===== config.mk =====
export PLATFORM = sky130hd
export DESIGN_NAME = btn_pulse_gen_flat
export DESIGN_NICKNAME = d
export VERILOG_FILES = /design/src/rtl/btn_pulse_gen_if.sv /design/src/rtl/btn_pulse_gen.sv /design/src/flat_wrapper.sv
export SDC_FILE = /design/constraint.sdc
export NUM_CORES = 1
export LEC_CHECK = 0
export ABC_AREA = 1
export BUFFER_PORTS_ARGS = -buffer_cell sky130_fd_sc_hd__buf_4
export CELL_PAD_IN_SITES_DETAIL_PLACEMENT = 1
export CELL_PAD_IN_SITES_GLOBAL_PLACEMENT = 2
export CORE_ASPECT_RATIO = 0.5
export CORE_MARGIN = 1.5
export CORE_UTILIZATION = 31
export CTS_CLUSTER_DIAMETER = 80
export CTS_CLUSTER_SIZE = 8
export DETAILED_ROUTE_END_ITERATION = 12
export GPL_ROUTABILITY_DRIVEN = 0
export PLACE_DENSITY_LB_ADDON = 0.1
export REMOVE_ABC_BUFFERS = 1
export SLEW_MARGIN = 20
export SYNTH_ARGS = -nofsm -noshare
export SYNTH_HDL_FRONTEND = slang
export SYNTH_SLANG_ARGS = --single-unit

===== constraint.sdc =====
create_clock -name clk -period 1.43 [get_ports clk]
set_input_delay 0.143 -clock clk [delete_from_list [all_inputs] [get_ports clk]]
set_output_delay 0.143 -clock clk [all_outputs]
set_load 0.03 [all_outputs]

===== src/rtl/btn_pulse_gen_if.sv =====
// Button pin and debounced strobe bundle between the board-side logic and btn_pulse_gen.
// The master drives the raw pin; the slave (btn_pulse_gen) returns the level and strobes.
interface btn_pulse_gen_if;
   logic btn_in;
   logic btn_level;
   logic enable;
   logic release_pulse;

   modport master (
      output btn_in,
      input  btn_level,
      input  enable,
      input  release_pulse
   );

   modport slave (
      input  btn_in,
      output btn_level,
      output enable,
      output release_pulse
   );
endinterface


===== src/rtl/btn_pulse_gen.sv =====
// Push-button synchronizer + debounce FSM producing a one-cycle press strobe and release strobe.
// Optional auto-repeat of the press strobe while held: define BTN_AUTOREPEAT_EN.
module btn_pulse_gen #(
   parameter int DEB_CYCLES     = 4,
   parameter int CNT_W          = 16,
   parameter int BTN_ACTIVE_LOW = 0,
   parameter int REPEAT_DELAY   = 20,
   parameter int REPEAT_PERIOD  = 5,
   parameter int RPT_W          = 16
) (
   input logic         clk,
   input logic         reset_n,
   btn_pulse_gen_if.slave bus
);

   localparam logic [CNT_W-1:0] DEB_LAST = CNT_W'(DEB_CYCLES - 1);

   typedef enum logic [1:0] {
      IDLE         = 2'd0,
      PRESS_WAIT   = 2'd1,
      HELD         = 2'd2,
      RELEASE_WAIT = 2'd3
   } state_t;

   state_t           state, state_nxt;
   logic [CNT_W-1:0] cnt, cnt_nxt;
   logic             btn_raw;
   logic             sync_p0, sync_p1;
   logic             btn_s;
   logic             level_q, level_nxt;
   logic             enable_q, enable_nxt;
   logic             release_q, release_nxt;

   // Polarity is normalised before the first flop so reset value 0 always means "not pressed".
   assign btn_raw = bus.btn_in ^ (BTN_ACTIVE_LOW != 0);

   // ---- stage p0/p1: two-flop synchronizer ----
   always_ff @(posedge clk or negedge reset_n) begin
      if (!reset_n) begin
         sync_p0 <= 1'b0;
         sync_p1 <= 1'b0;
      end else begin
         sync_p0 <= btn_raw;
         sync_p1 <= sync_p0;
      end
   end

   assign btn_s = sync_p1;

`ifdef BTN_AUTOREPEAT_EN
   logic [RPT_W-1:0] rcnt, rcnt_nxt;
   logic             rpt_arm, rpt_arm_nxt;
   logic [RPT_W-1:0] rpt_last;

   // First repeat waits the long delay, later ones use the period.
   assign rpt_last = rpt_arm ? RPT_W'(REPEAT_PERIOD - 1) : RPT_W'(REPEAT_DELAY - 1);

   always_ff @(posedge clk or negedge reset_n) begin
      if (!reset_n) begin
         rcnt    <= '0;
         rpt_arm <= 1'b0;
      end else begin
         rcnt    <= rcnt_nxt;
         rpt_arm <= rpt_arm_nxt;
      end
   end
`endif

   // ---- stage p2: FSM state and registered outputs ----
   always_ff @(posedge clk or negedge reset_n) begin
      if (!reset_n) begin
         state     <= IDLE;
         cnt       <= '0;
         level_q   <= 1'b0;
         enable_q  <= 1'b0;
         release_q <= 1'b0;
      end else begin
         state     <= state_nxt;
         cnt       <= cnt_nxt;
         level_q   <= level_nxt;
         enable_q  <= enable_nxt;
         release_q <= release_nxt;
      end
   end

   always_comb begin
      state_nxt = state;
      cnt_nxt   = cnt;
      case (state)
         IDLE: begin
            if (btn_s) begin
               state_nxt = PRESS_WAIT;
               cnt_nxt   = CNT_W'(1);
            end
         end
         PRESS_WAIT: begin
            if (!btn_s)
               state_nxt = IDLE;
            else if (cnt == DEB_LAST)
               state_nxt = HELD;
            else
               cnt_nxt = cnt + CNT_W'(1);
         end
         HELD: begin
            if (!btn_s) begin
               state_nxt = RELEASE_WAIT;
               cnt_nxt   = CNT_W'(1);
            end
         end
         RELEASE_WAIT: begin
            if (btn_s)
               state_nxt = HELD;
            else if (cnt == DEB_LAST)
               state_nxt = IDLE;
            else
               cnt_nxt = cnt + CNT_W'(1);
         end
         default: state_nxt = IDLE;
      endcase
   end

   always_comb begin
      level_nxt   = level_q;
      enable_nxt  = 1'b0;
      release_nxt = 1'b0;
`ifdef BTN_AUTOREPEAT_EN
      rcnt_nxt    = rcnt;
      rpt_arm_nxt = rpt_arm;
`endif
      if (state == PRESS_WAIT && state_nxt == HELD) begin
         level_nxt  = 1'b1;
         enable_nxt = 1'b1;
`ifdef BTN_AUTOREPEAT_EN
         rcnt_nxt    = '0;
         rpt_arm_nxt = 1'b0;
`endif
      end
      if (state == RELEASE_WAIT && state_nxt == IDLE) begin
         level_nxt   = 1'b0;
         release_nxt = 1'b1;
      end
`ifdef BTN_AUTOREPEAT_EN
      // A bounce back into HELD restarts the timer at the short period; RELEASE_WAIT just freezes it.
      if (state == RELEASE_WAIT && state_nxt == HELD) begin
         rcnt_nxt    = '0;
         rpt_arm_nxt = 1'b1;
      end else if (state == HELD && state_nxt == HELD) begin
         if (rcnt == rpt_last) begin
            enable_nxt  = 1'b1;
            rcnt_nxt    = '0;
            rpt_arm_nxt = 1'b1;
         end else begin
            rcnt_nxt = rcnt + RPT_W'(1);
         end
      end
`endif
   end

   assign bus.btn_level     = level_q;
   assign bus.enable        = enable_q;
   assign bus.release_pulse = release_q;

endmodule


===== src/flat_wrapper.sv =====
// flat-port wrapper written by rule: the top's interface ports become plain ports
module btn_pulse_gen_flat 
#(
   parameter int DEB_CYCLES     = 4,
   parameter int CNT_W          = 16,
   parameter int BTN_ACTIVE_LOW = 0,
   parameter int REPEAT_DELAY   = 20,
   parameter int REPEAT_PERIOD  = 5,
   parameter int RPT_W          = 16
)
  (clk, reset_n, bus_btn_in, bus_btn_level, bus_enable, bus_release_pulse);
  btn_pulse_gen_if bus_i ();
  input logic clk;
  input logic reset_n;
  input wire logic [$bits(bus_i.btn_in)-1:0] bus_btn_in;
  output wire logic [$bits(bus_i.btn_level)-1:0] bus_btn_level;
  output wire logic [$bits(bus_i.enable)-1:0] bus_enable;
  output wire logic [$bits(bus_i.release_pulse)-1:0] bus_release_pulse;
  assign bus_i.btn_in = bus_btn_in;
  assign bus_btn_level = bus_i.btn_level;
  assign bus_enable = bus_i.enable;
  assign bus_release_pulse = bus_i.release_pulse;
  btn_pulse_gen #(.DEB_CYCLES(DEB_CYCLES), .CNT_W(CNT_W), .BTN_ACTIVE_LOW(BTN_ACTIVE_LOW), .REPEAT_DELAY(REPEAT_DELAY), .REPEAT_PERIOD(REPEAT_PERIOD), .RPT_W(RPT_W)) u_core (.clk(clk), .reset_n(reset_n), .bus(bus_i));
endmodule

==> flow_summary.yaml <==
outcome:
  status: "complete, but fails checks"
  violations: "negative setup slack"
setup_path:
  end_kind: "register"
  critical_path_class: "register to register"
  start_kind: "register"
  worstPathCellList: "ha_2, inv_4, nor2_4, nand2_2, nor2_4, a21oi_4, buf_6, buf_6, o21ai_2, o21ai_1"
  crit_cells: 10
  path_buf_inv: 3
  crit_family: "flip-flops"
  critPathArrivalTime_ns: 1.66
  max_stage_delay_ns: 0.38
  worstPathMaxFanout: 5
  cp_slowest_cell: "dfrtp_1"
  required_ns: 1.60
  r2r_cells: 10
detailed_routing:
  drc: 0
  drt_first_pass_iters: 4
  viasPerCell: 4.78
  num_vias: 1342
  routedWlPerCell_um: 14.7
  routed_wl_mm: 4.14
  postRouteAntennaNets: 0
  drt_iter0_drc: 50
clock_network:
  cts_tree: "built"
  cts.sinks: 23
  cts_buffer_depth: 2
  cts_buffers: 3
  clk_latency_ns: 0.28
  cts_root_buf: "clkbuf_8"
  clk_pin_slew_ns: 0.09
  htreeDepth: 1
die:
  core_area_sq_um: 4060
  ios: 6
  start_util_pct: 33.6
  num_rows: 16
  die_y_um: 49.9
  die-width_um: 96.9
  die_area_sq_um: 4840
global_routing:
  grt_usage_pct: 19.1
  overflow: 0
  grt_pass1_vias: 1366
  grt_max_degree: 24
  antenna_found_initial: 0
  grt_pass1_wl_mm: 7.03
sta:
  relSlewSlack_pct: 78.3
  rsz0062_at_grt: "yes"
  period_share_pct: 104
  setup_viol: 16
  tns_ns: -0.464
  hold_violations: 0
  worst_slew_pin_slew_ns: 0.326
  period_needed_ns: 1.49
  fmax_mhz: 671
  drv_slew: 0
  fin_skew_ns: 0.00329
  layout_setup_ws_ns: -0.0612
final_layout:
  area_delta_synth_final_pct: 33.5
  diodes: 0
  nets: 232
  final_common_cell: "nand2_1"
  fill_cells: 524
  drive_gt1_share_pct: 32.6
  mostFrequentLayoutCells: "nand2_1, buf_4, nor2_1"
synth:
  ys_seq_area_share_pct: 42.1
  synthAdderAreaFrac_pct: 0.916
  yosysWarnings: 0
  yosys_register_bits: 23
  synth_top_family_by_area: "simple AND/OR/NAND/NOR gates"
  avgSynthCellArea_sq_um: 7.31
  syn-cell-area_sq_um: 1370
  muxShareOfSynthArea_pct: 0
  postSynthCellCount: 187
  yosys.area_share.xor_xnor_pct: 2.56
  yosys.cell_types.count: 26
  synth-compound-area-share_pct: 8.97
  yosys.area_share.simple_pct: 37.8
power:
  power_density_nw_per_um2: 1320
  p_leak_nw: 0.847
  peakVddDrop_mv: 0.603
placed_design:
  numPortBuffers: 5
  dp_slack_ns: -0.0775
  dp_hpwl_mm: 2.88
flow_run:
  drv_cap: 0
min_path:
  worst_hold_path_type: "input port to asynchronous set/reset pin"
layer usage:
layer	GRT usage (%)	wire length (um)
met1	27.1	2290
met5	0	0
met3	4.40	88
met4	3.62	33
met2	30.0	1730
path summary, 6_finish.rpt:
| kind | to | start | slack, ns |
|---|---|---|---|
| worst min register to register | u_core.btn_s$_DFF_PN0_ | u_core.sync_p0$_DFF_PN0_ | 0.36 |
| worst min-delay path | u_core.cnt[8]$_DFFE_PN0P_ | reset_n | 0.29 |
| min in group clk | u_core.btn_s$_DFF_PN0_ | u_core.sync_p0$_DFF_PN0_ | 0.36 |
| worst max register to register | u_core.cnt[0]$_DFFE_PN0P_ | u_core.cnt[0]$_DFFE_PN0P_ | -0.06 |
| max in group asynchronous | u_core.cnt[6]$_DFFE_PN0P_ | reset_n | 0.87 |
| worst max-delay path | u_core.cnt[0]$_DFFE_PN0P_ | u_core.cnt[0]$_DFFE_PN0P_ | -0.06 |
per-stage QoR:
stage	util (%)	instances	power [W]	instance area, sq um	hold WS (ns)
finish	44.9	281	0.00240	1820	0.293
global route	44.9	281	0.00255	1820	0.329
CTS	43.6	279	0.00233	1770	0.308
detailed placement	40.1	268	0.00166	1630	0.0721
global placement	40.1	268	0.00164	1630	0.0636
floorplan	-	184	0.00126	1340	-0.153
synthesized netlist by cell type:
library cell,count,area share [%]
dfrtp_1,23,42
a21oi_1,3,1.1
nor2_4,1,0.82
nand3b_1,1,0.55
nor2_2,4,1.8
inv_2,2,0.55
a21oi_4,1,1.2
nor3_1,1,0.37
ha_1,1,0.92
buf_6,1,0.82
nand2_1,62,17
o21bai_1,5,2.7
nand4_1,8,3.7
and2_1,1,0.46
inv_1,15,4.1
o21ai_0,9,3.3
xor2_1,2,1.3
nand3_1,8,2.9
buf_8,1,1.1
nand2_2,5,2.3
xnor2_1,2,1.3
nor2_1,27,7.4
or2_2,1,0.46
buf_2,1,0.37
inv_6,1,0.64
o21ai_2,1,0.64
state kept, by name, indices dropped and copies added (netlist names):
register and cells:
u_core.bus.enable 1, u_core.sync_p0 1, u_core.btn_s 1, u_core.state 2, u_core.cnt 16, u_core.bus.btn_level 1
u_core.bus.release_pulse 1
power by group:
group          internal [W]  switching [W]
registers          0.000737      0.0000624
logic              0.000478       0.000681
clock network      0.000198       0.000245
kinds of logic (layout without fill, tap and decap cells):
kind of cell             Yosys count  in the layout
adder cells (fa/ha/maj)            1              1
AO/OA/AOI/OAI                     19             19
buffers and inverters             21             61
XOR/XNOR                           4              4
flip-flops                        23             23
AND/OR/NAND/NOR                  119            119
layout make-up:
class                           count  area [sq um]  area share [%]
Timing Repair Buffer               38           309            16.9
Sequential cell                    23           577            31.6
Inverter                           18          77.6            4.25
Multi-Input combinational cell    143           738            40.5
Timing Repair inverter              1          6.26           0.343
Clock inverter                      1          7.51           0.412
Clock buffer                        3          41.3            2.26
Tap cell                           54          67.6            3.70
repair_timing:
action                                 in CTS  in global routing
resized for setup                          19                 18
endpoints found under the hold margin      24                  0
setup buffers                               3                  2
hold buffers                                2                  0
pin swaps                                  10                 10
gates cloned                                2                  0
setup endpoints to repair                  16                 20
No activity file was read; power rests on OpenSTA's default activity.
